File: config.mk
export PLATFORM = sky130hd
export DESIGN_NAME = rf_multiport_sb_flat
export DESIGN_NICKNAME = d
export VERILOG_FILES = /design/src/rtl/rf_multiport_sb_pkg.sv /design/src/rtl/rf_multiport_sb_if.sv /design/src/rtl/rf_multiport_sb_scoreboard.sv /design/src/rtl/rf_multiport_sb.sv /design/src/flat_wrapper.sv
export SDC_FILE = /design/constraint.sdc
export NUM_CORES = 2
export LEC_CHECK = 0
export ABC_CLOCK_PERIOD_IN_PS = 39500
export BUFFER_PORTS_ARGS = -buffer_cell sky130_fd_sc_hd__buf_2
export CORE_MARGIN = 5
export CORE_UTILIZATION = 50
export DETAILED_ROUTE_END_ITERATION = 7
export HOLD_SLACK_MARGIN = 0.12
export PLACE_DENSITY = 0.68
export SLEW_MARGIN = 0
export SYNTH_ARGS = -nofsm -noshare
export SYNTH_HDL_FRONTEND = slang
export SYNTH_SLANG_ARGS = --single-unit
File: constraint.sdc
create_clock -name clk -period 39.5 [get_ports clk]
set_clock_uncertainty 0.2 [all_clocks]
set_input_delay 1.975 -clock clk [delete_from_list [all_inputs] [get_ports clk]]
set_output_delay 1.975 -clock clk [all_outputs]
set_load 0.005 [all_outputs]
File: src/rtl/rf_multiport_sb_pkg.sv
// Shared defaults for the multi-port register file and its scoreboard.
// WORD and REG_LOG feed the WIDTH / NREG parameter defaults of every module in this slice.
package rf_multiport_sb_pkg;

    localparam int WORD     = 32;
    localparam int REG_LOG  = 5;
    localparam int NREG_DEF = 1 << REG_LOG;
    localparam int NRD_DEF  = 2;
    localparam int NWR_DEF  = 2;

endpackage

File: src/rtl/rf_multiport_sb_if.sv
// Operand/writeback/issue bundle between the ID stage and the register file.
// Ports are flattened: port p occupies [p*AW +: AW] / [p*WIDTH +: WIDTH].
interface rf_multiport_sb_if
    import rf_multiport_sb_pkg::*;
#(
    parameter int WIDTH = WORD,
    parameter int NREG  = NREG_DEF,
    parameter int NRD   = NRD_DEF,
    parameter int NWR   = NWR_DEF
);
    localparam int AW = $clog2(NREG);
    localparam int CW = $clog2(NREG + 1);

    logic [NWR-1:0]       we;
    logic [NWR*AW-1:0]    waddr;
    logic [NWR*WIDTH-1:0] wdata;
    logic [NRD*AW-1:0]    raddr;
    logic [NRD*WIDTH-1:0] rdata;
    logic [NRD-1:0]       rbusy;
    logic                 issue_en;
    logic [AW-1:0]        issue_rd;
    logic [CW-1:0]        busy_cnt;

    modport master (
        output we, waddr, wdata, raddr, issue_en, issue_rd,
        input  rdata, rbusy, busy_cnt
    );

    modport slave (
        input  we, waddr, wdata, raddr, issue_en, issue_rd,
        output rdata, rbusy, busy_cnt
    );

endinterface

File: src/rtl/rf_multiport_sb_scoreboard.sv
// Busy scoreboard: one bit per register, set on issue, cleared on writeback (set wins),
// plus a registered popcount of the busy vector.
module rf_scoreboard #(
    parameter int NREG = 32,
    parameter int NWR  = 2,
    parameter int AW   = $clog2(NREG),
    parameter int CW   = $clog2(NREG + 1)
) (
    input  logic              clk,
    input  logic              rst,
    input  logic              set_en,
    input  logic [AW-1:0]     set_addr,
    input  logic [NWR-1:0]    clr_en,
    input  logic [NWR*AW-1:0] clr_addr,
    output logic [NREG-1:0]   busy,
    output logic [CW-1:0]     busy_cnt
);

    logic [NREG-1:0] busy_next;
    logic [CW-1:0]   cnt_next;

    // NOTE: every always_comb output gets a default first; a path that skips an assignment infers a latch.
    always_comb begin
        busy_next = busy;
        for (int p = 0; p < NWR; p++) begin
            if (clr_en[p] && clr_addr[p*AW +: AW] != '0)
                busy_next[clr_addr[p*AW +: AW]] = 1'b0;
        end
        // A new producer issued in the same cycle as a writeback stays outstanding.
        if (set_en && set_addr != '0)
            busy_next[set_addr] = 1'b1;
        busy_next[0] = 1'b0;
    end

    always_comb begin
        cnt_next = '0;
        for (int i = 0; i < NREG; i++)
            cnt_next = cnt_next + CW'(busy_next[i]);
    end

    // NOTE: sequential state uses non-blocking assignments so all flops sample pre-edge values.
    always_ff @(posedge clk or posedge rst) begin
        if (rst) begin
            busy     <= '0;
            busy_cnt <= '0;
        end else begin
            busy     <= busy_next;
            busy_cnt <= cnt_next;
        end
    end

endmodule

File: src/rtl/rf_multiport_sb.sv
// Multi-port integer register file with busy scoreboard; x0 reads zero and is never busy.
// Define RF_BYPASS_EN to forward same-cycle writeback data (and clear rbusy) onto the read ports.
module rf_multiport_sb
    import rf_multiport_sb_pkg::*;
#(
    parameter int WIDTH = WORD,
    parameter int NREG  = NREG_DEF,
    parameter int NRD   = NRD_DEF,
    parameter int NWR   = NWR_DEF
) (
    input logic              clk,
    input logic              rst,
    rf_multiport_sb_if.slave bus
);

    localparam int AW = $clog2(NREG);
    localparam int CW = $clog2(NREG + 1);

    logic [WIDTH-1:0] regs [NREG];
    logic [NREG-1:0]  busy;

    rf_scoreboard #(
        .NREG (NREG),
        .NWR  (NWR),
        .AW   (AW),
        .CW   (CW)
    ) u_scoreboard (
        .clk      (clk),
        .rst      (rst),
        .set_en   (bus.issue_en),
        .set_addr (bus.issue_rd),
        .clr_en   (bus.we),
        .clr_addr (bus.waddr),
        .busy     (busy),
        .busy_cnt (bus.busy_cnt)
    );

    // NOTE: the array is reset because reads must return zero after rst; this keeps it in flops, not RAM.
    always_ff @(posedge clk or posedge rst) begin
        if (rst) begin
            for (int i = 0; i < NREG; i++)
                regs[i] <= '0;
        end else begin
            // Ascending port order: the last update to an address wins, giving the highest port priority.
            for (int p = 0; p < NWR; p++) begin
                if (bus.we[p] && bus.waddr[p*AW +: AW] != '0)
                    regs[bus.waddr[p*AW +: AW]] <= bus.wdata[p*WIDTH +: WIDTH];
            end
        end
    end

    always_comb begin
        bus.rdata = '0;
        bus.rbusy = '0;
        if (!rst) begin
            for (int r = 0; r < NRD; r++) begin
                if (bus.raddr[r*AW +: AW] != '0) begin
                    bus.rdata[r*WIDTH +: WIDTH] = regs[bus.raddr[r*AW +: AW]];
                    bus.rbusy[r]                = busy[bus.raddr[r*AW +: AW]];
`ifdef RF_BYPASS_EN
                    for (int p = 0; p < NWR; p++) begin
                        if (bus.we[p] && bus.waddr[p*AW +: AW] == bus.raddr[r*AW +: AW]) begin
                            bus.rdata[r*WIDTH +: WIDTH] = bus.wdata[p*WIDTH +: WIDTH];
                            bus.rbusy[r]                = 1'b0;
                        end
                    end
`endif
                end
            end
        end
    end

endmodule

File: src/flat_wrapper.sv
// flat-port wrapper written by rule: the top's interface ports become plain ports
module rf_multiport_sb_flat import rf_multiport_sb_pkg::*;
#(
    parameter int WIDTH = WORD,
    parameter int NREG  = NREG_DEF,
    parameter int NRD   = NRD_DEF,
    parameter int NWR   = NWR_DEF
)
  (clk, rst, bus_we, bus_waddr, bus_wdata, bus_raddr, bus_issue_en, bus_issue_rd, bus_rdata, bus_rbusy, bus_busy_cnt);
  rf_multiport_sb_if #(.WIDTH(WIDTH), .NREG(NREG), .NRD(NRD), .NWR(NWR)) bus_i ();
  input logic clk;
  input logic rst;
  input wire logic [$bits(bus_i.we)-1:0] bus_we;
  input wire logic [$bits(bus_i.waddr)-1:0] bus_waddr;
  input wire logic [$bits(bus_i.wdata)-1:0] bus_wdata;
  input wire logic [$bits(bus_i.raddr)-1:0] bus_raddr;
  input wire logic [$bits(bus_i.issue_en)-1:0] bus_issue_en;
  input wire logic [$bits(bus_i.issue_rd)-1:0] bus_issue_rd;
  output wire logic [$bits(bus_i.rdata)-1:0] bus_rdata;
  output wire logic [$bits(bus_i.rbusy)-1:0] bus_rbusy;
  output wire logic [$bits(bus_i.busy_cnt)-1:0] bus_busy_cnt;
  assign bus_i.we = bus_we;
  assign bus_i.waddr = bus_waddr;
  assign bus_i.wdata = bus_wdata;
  assign bus_i.raddr = bus_raddr;
  assign bus_i.issue_en = bus_issue_en;
  assign bus_i.issue_rd = bus_issue_rd;
  assign bus_rdata = bus_i.rdata;
  assign bus_rbusy = bus_i.rbusy;
  assign bus_busy_cnt = bus_i.busy_cnt;
  rf_multiport_sb #(.WIDTH(WIDTH), .NREG(NREG), .NRD(NRD), .NWR(NWR)) u_core (.clk(clk), .rst(rst), .bus(bus_i));
endmodule
==> run_results.csv <==
group,metric,value,unit
synth,synthesis.nets,6539,
sta,hold_viol_final,0,
synth,synth_edf_count,0,
floorplan,dieArea,140000,sq um
drt,met2_length,113,mm
sta,post-route-min-period,8.75,ns
sta,setup-violations-final,0,
drt,wl_per_cell,32.5,um
clock_network,h-tree-depth,3,
sta,fin_setup_tns,0,ns
clock_network,cts-root-buf,"clkbuf_16",
synth,synth-compound-area-share,0.117,
drt,drtIter0Drc,8238,
min_path,hp-class,"flop to flop",
setup_path,r2r_slack,33.82,ns
setup_path,reg2reg_depth,17,
sta,rsz0062_at_grt,"false",
pwr,ir_drop,0.129,mV
layout,drive_above_1_share,0.178,
synth,synthCells,6415,
global_routing,grt_overflow,0,
sta,post-route-period-util,0.222,
sta,fmax,114,MHz
global_routing,grt_use_total,0.357,
clock_network,cts_tree,"done",
global_routing,antenna_found_initial,22,
layout,final_area,71500,sq um
synth,synth_cell_types,65,
drt,highest-signal-layer,"met5",
sta,slew_violations,0,
pwr,p_total,3.96,mW
setup_path,cp_common_cell,"buf_4",
layout,final_net_count,6142,
layout,nFillCells,11300,
synth,synth_xor_area_frac,0.000395,
setup_path,worstReg2RegEnd,"u_core.u_scoreboard.busy_cnt[4]$_DFF_PP0_",
sta,slew-limit-headroom,0.196,
floorplan,start_util,0.504,
drt,drtPass1Iterations,8,
floorplan,dieWidth,375,um
min_path,hold_start,"u_core.regs[993]$_DFF_PP0_",
setup_path,critPathKind,"primary input to output port",
placement,dpl_cell_area,67300,sq um
pwr,powerDensity,55.4,nW/um^2
setup_path,endpoint_kind,"output port",
drt,dr_wl_met3,32.5,mm
flow_run,cap_violations,0,
placement,finalWeightedCongestion,0.976,
clock_network,clk_latency,0.75,ns
clock_network,cts.clk_slew.worst_paths,0.06,ns
global_routing,grt_pass1_wl,373,mm
setup_path,crit_start,"bus_raddr[5]",
setup_path,cp.arrival,6.58,ns
setup_path,worstSetupStartpointType,"primary input",
drt,drc,1,
global_routing,grt_pass1_vias,53900,
clock_network,clock-sinks,1061,
clock_network,cts_hold_buf,0,
layout,layout_common_cells,"dfrtp_1, mux2i_1, nand2_1, nor2_1, mux4_2",
synth,synthArstFlopShare,1.00,
synth,yosys-top-cells-area,"dfrtp_1, mux4_2, mux2i_1",
sta,whs,0.194,ns
synth,syn_area_per_cell,10.4,sq um
sta,worst_pin_slew,1.20,ns
drt,num_vias,54900,
sta,setup_ws,30.75,ns
synth,ys_warn_count,0,
drt,vias_per_cell,6.97,
setup_path,reg2reg_from,"u_core.u_scoreboard.busy[22]$_DFF_PP0_",
clock_network,cts_setup_buffers,0,
placement,io_buffers,165,
layout,area_growth,7.65,%
synth,synth-seq-cells,1061,
synth,syn_area,66400,sq um
synth,synth.top_cell.area_share,0.400,
setup_path,crit_fanout,74,
synth,synth_mux_area_frac,0.321,
clock_network,cts_inserted_buffers,117,
synth,synthAdderAreaFrac,0.00825,
status,status,"finished, violations left",
synth,ys.flop_type,"dfrtp_1",
layout,regArea,26600,sq um
synth,synth_top_family_by_area,"multiplexers",
drt,drt-met1-wl,92.1,mm
setup_path,endpoint,"bus_rdata[47]",
synth,ys_seq_area_frac,0.400,
floorplan,rows,133,
layout,layout_commonest_cell,"dfrtp_1",
clock_network,post_cts_resized,0,
setup_path,crit_chain,"buf_8 > buf_4 > buf_4 > buf_4 > mux4_2 > mux2i_1 > o22a_1 > o221ai_1 > buf_2",
pwr,leakage,32.0,nW
placement,post-place-ws,30.27,ns
floorplan,core_area,132000,sq um
setup_path,cp_slowest_cell,"buf_4",
setup_path,critPathMaxStageDelay,0.89,ns
drt,ant_nets,0,
floorplan,ioPinCount,166,
setup_path,worst-endpoint-required,37.33,ns
placement,dpl.hpwl,142,mm
floorplan,dieHeight,375,um
drt,routed_wl,256,mm
global_routing,grt_max_degree,179,
clock_network,cts_buffer_depth,3,
layout,multiInputGateArea,36800,sq um
status,violations,"design-rule violations",
synth,synth_top_area_cell,"dfrtp_1",
synth,synthSimpleGateAreaFrac,0.0992,
[cell type report]
type                       count  share of cell area
tap                         1755              0.0307
sequential                  1061               0.371
antenna                       13            0.000455
multi-input combinational   4539               0.514
clock buffer                 158              0.0473
clock inverter                59              0.0108
timing repair buffer         265              0.0239
inverter                      34             0.00189
[metrics by stage]
step	instances	util
floorplan	6415	-
global placement	7654	0.511
detailed placement	7654	0.511
CTS	7871	0.542
global route	7874	0.543
finish	7884	0.543
[synth_stat cells, types with 7 or more instances]
library cell and instances:
buf_6 19, a32oi_1 67, nor2b_1 14, a31oi_1 211, buf_4 42, mux2_2 64
buf_1 20, clkbuf_1 482, buf_2 213, and3_1 7, dfrtp_1 1061, and2_1 7
nand3_1 40, a32o_1 9, nand2b_1 8, o21ai_1 54, nor2_1 535, inv_1 33
a221o_1 32, a22oi_1 34, ha_1 7, nor2_2 11, a21oi_1 402, mux4_2 462
o21ai_0 437, nand3_2 7, fa_1 23, o22a_1 33, o221ai_1 34, nand2_1 959
mux2i_1 1016
[how the worst min path moves through the flow]
stage	slack, ns	to	cells past startpoint
3_3_place_gp	0.18	u_core.regs[995]$_DFF_PP0_	0
4_1_cts	0.20	u_core.regs[993]$_DFF_PP0_	0
5_1_grt	0.21	u_core.regs[996]$_DFF_PP0_	0
6_report	0.19	u_core.regs[993]$_DFF_PP0_	0
3_5_place_dp	0.18	u_core.regs[992]$_DFF_PP0_	0
2_1_floorplan	0.24	u_core.regs[1000]$_DFF_PP0_	1
[worst max-delay path: cells and delay by family]
kind | cells | cell delay [ns]
buffers and inverters | 5 | 3.19
multiplexers | 2 | 0.75
AO/OA/AOI/OAI | 2 | 0.46
[state kept, by name, indices dropped and copies added, names as in the netlist]
register                      count
u_core.u_scoreboard.busy         31
u_core.u_scoreboard.busy_cnt      6
u_core.regs                    1024
[power by group]
group	switching, mW	internal (mW)	leakage (nW)
Sequential	0.230	1.37	13.0
Combinational	0.569	0.589	16.9
Clock	0.492	0.709	2.06
[logic make-up (layout without fill, tap and decap cells)]
family,Yosys count,count (layout)
other cells,0,13
flops,1061,1061
fa+ha+maj,30,30
xor+xnor,3,3
buf+inv,815,516
simple gates,1631,1631
compound gates,1332,1332
mux,1543,1543
[metal layers]
| layer | vias up | global-route usage |
|---|---|---|
| met5 | - | 0 |
| met3 | 1061 | 0.111 |
| met1 | 27300 | 0.455 |
| li1 | 22500 | - |
| met4 | 12 | 0.220 |
| met2 | 4134 | 0.533 |
No activity file was read; power rests on OpenSTA's default activity.
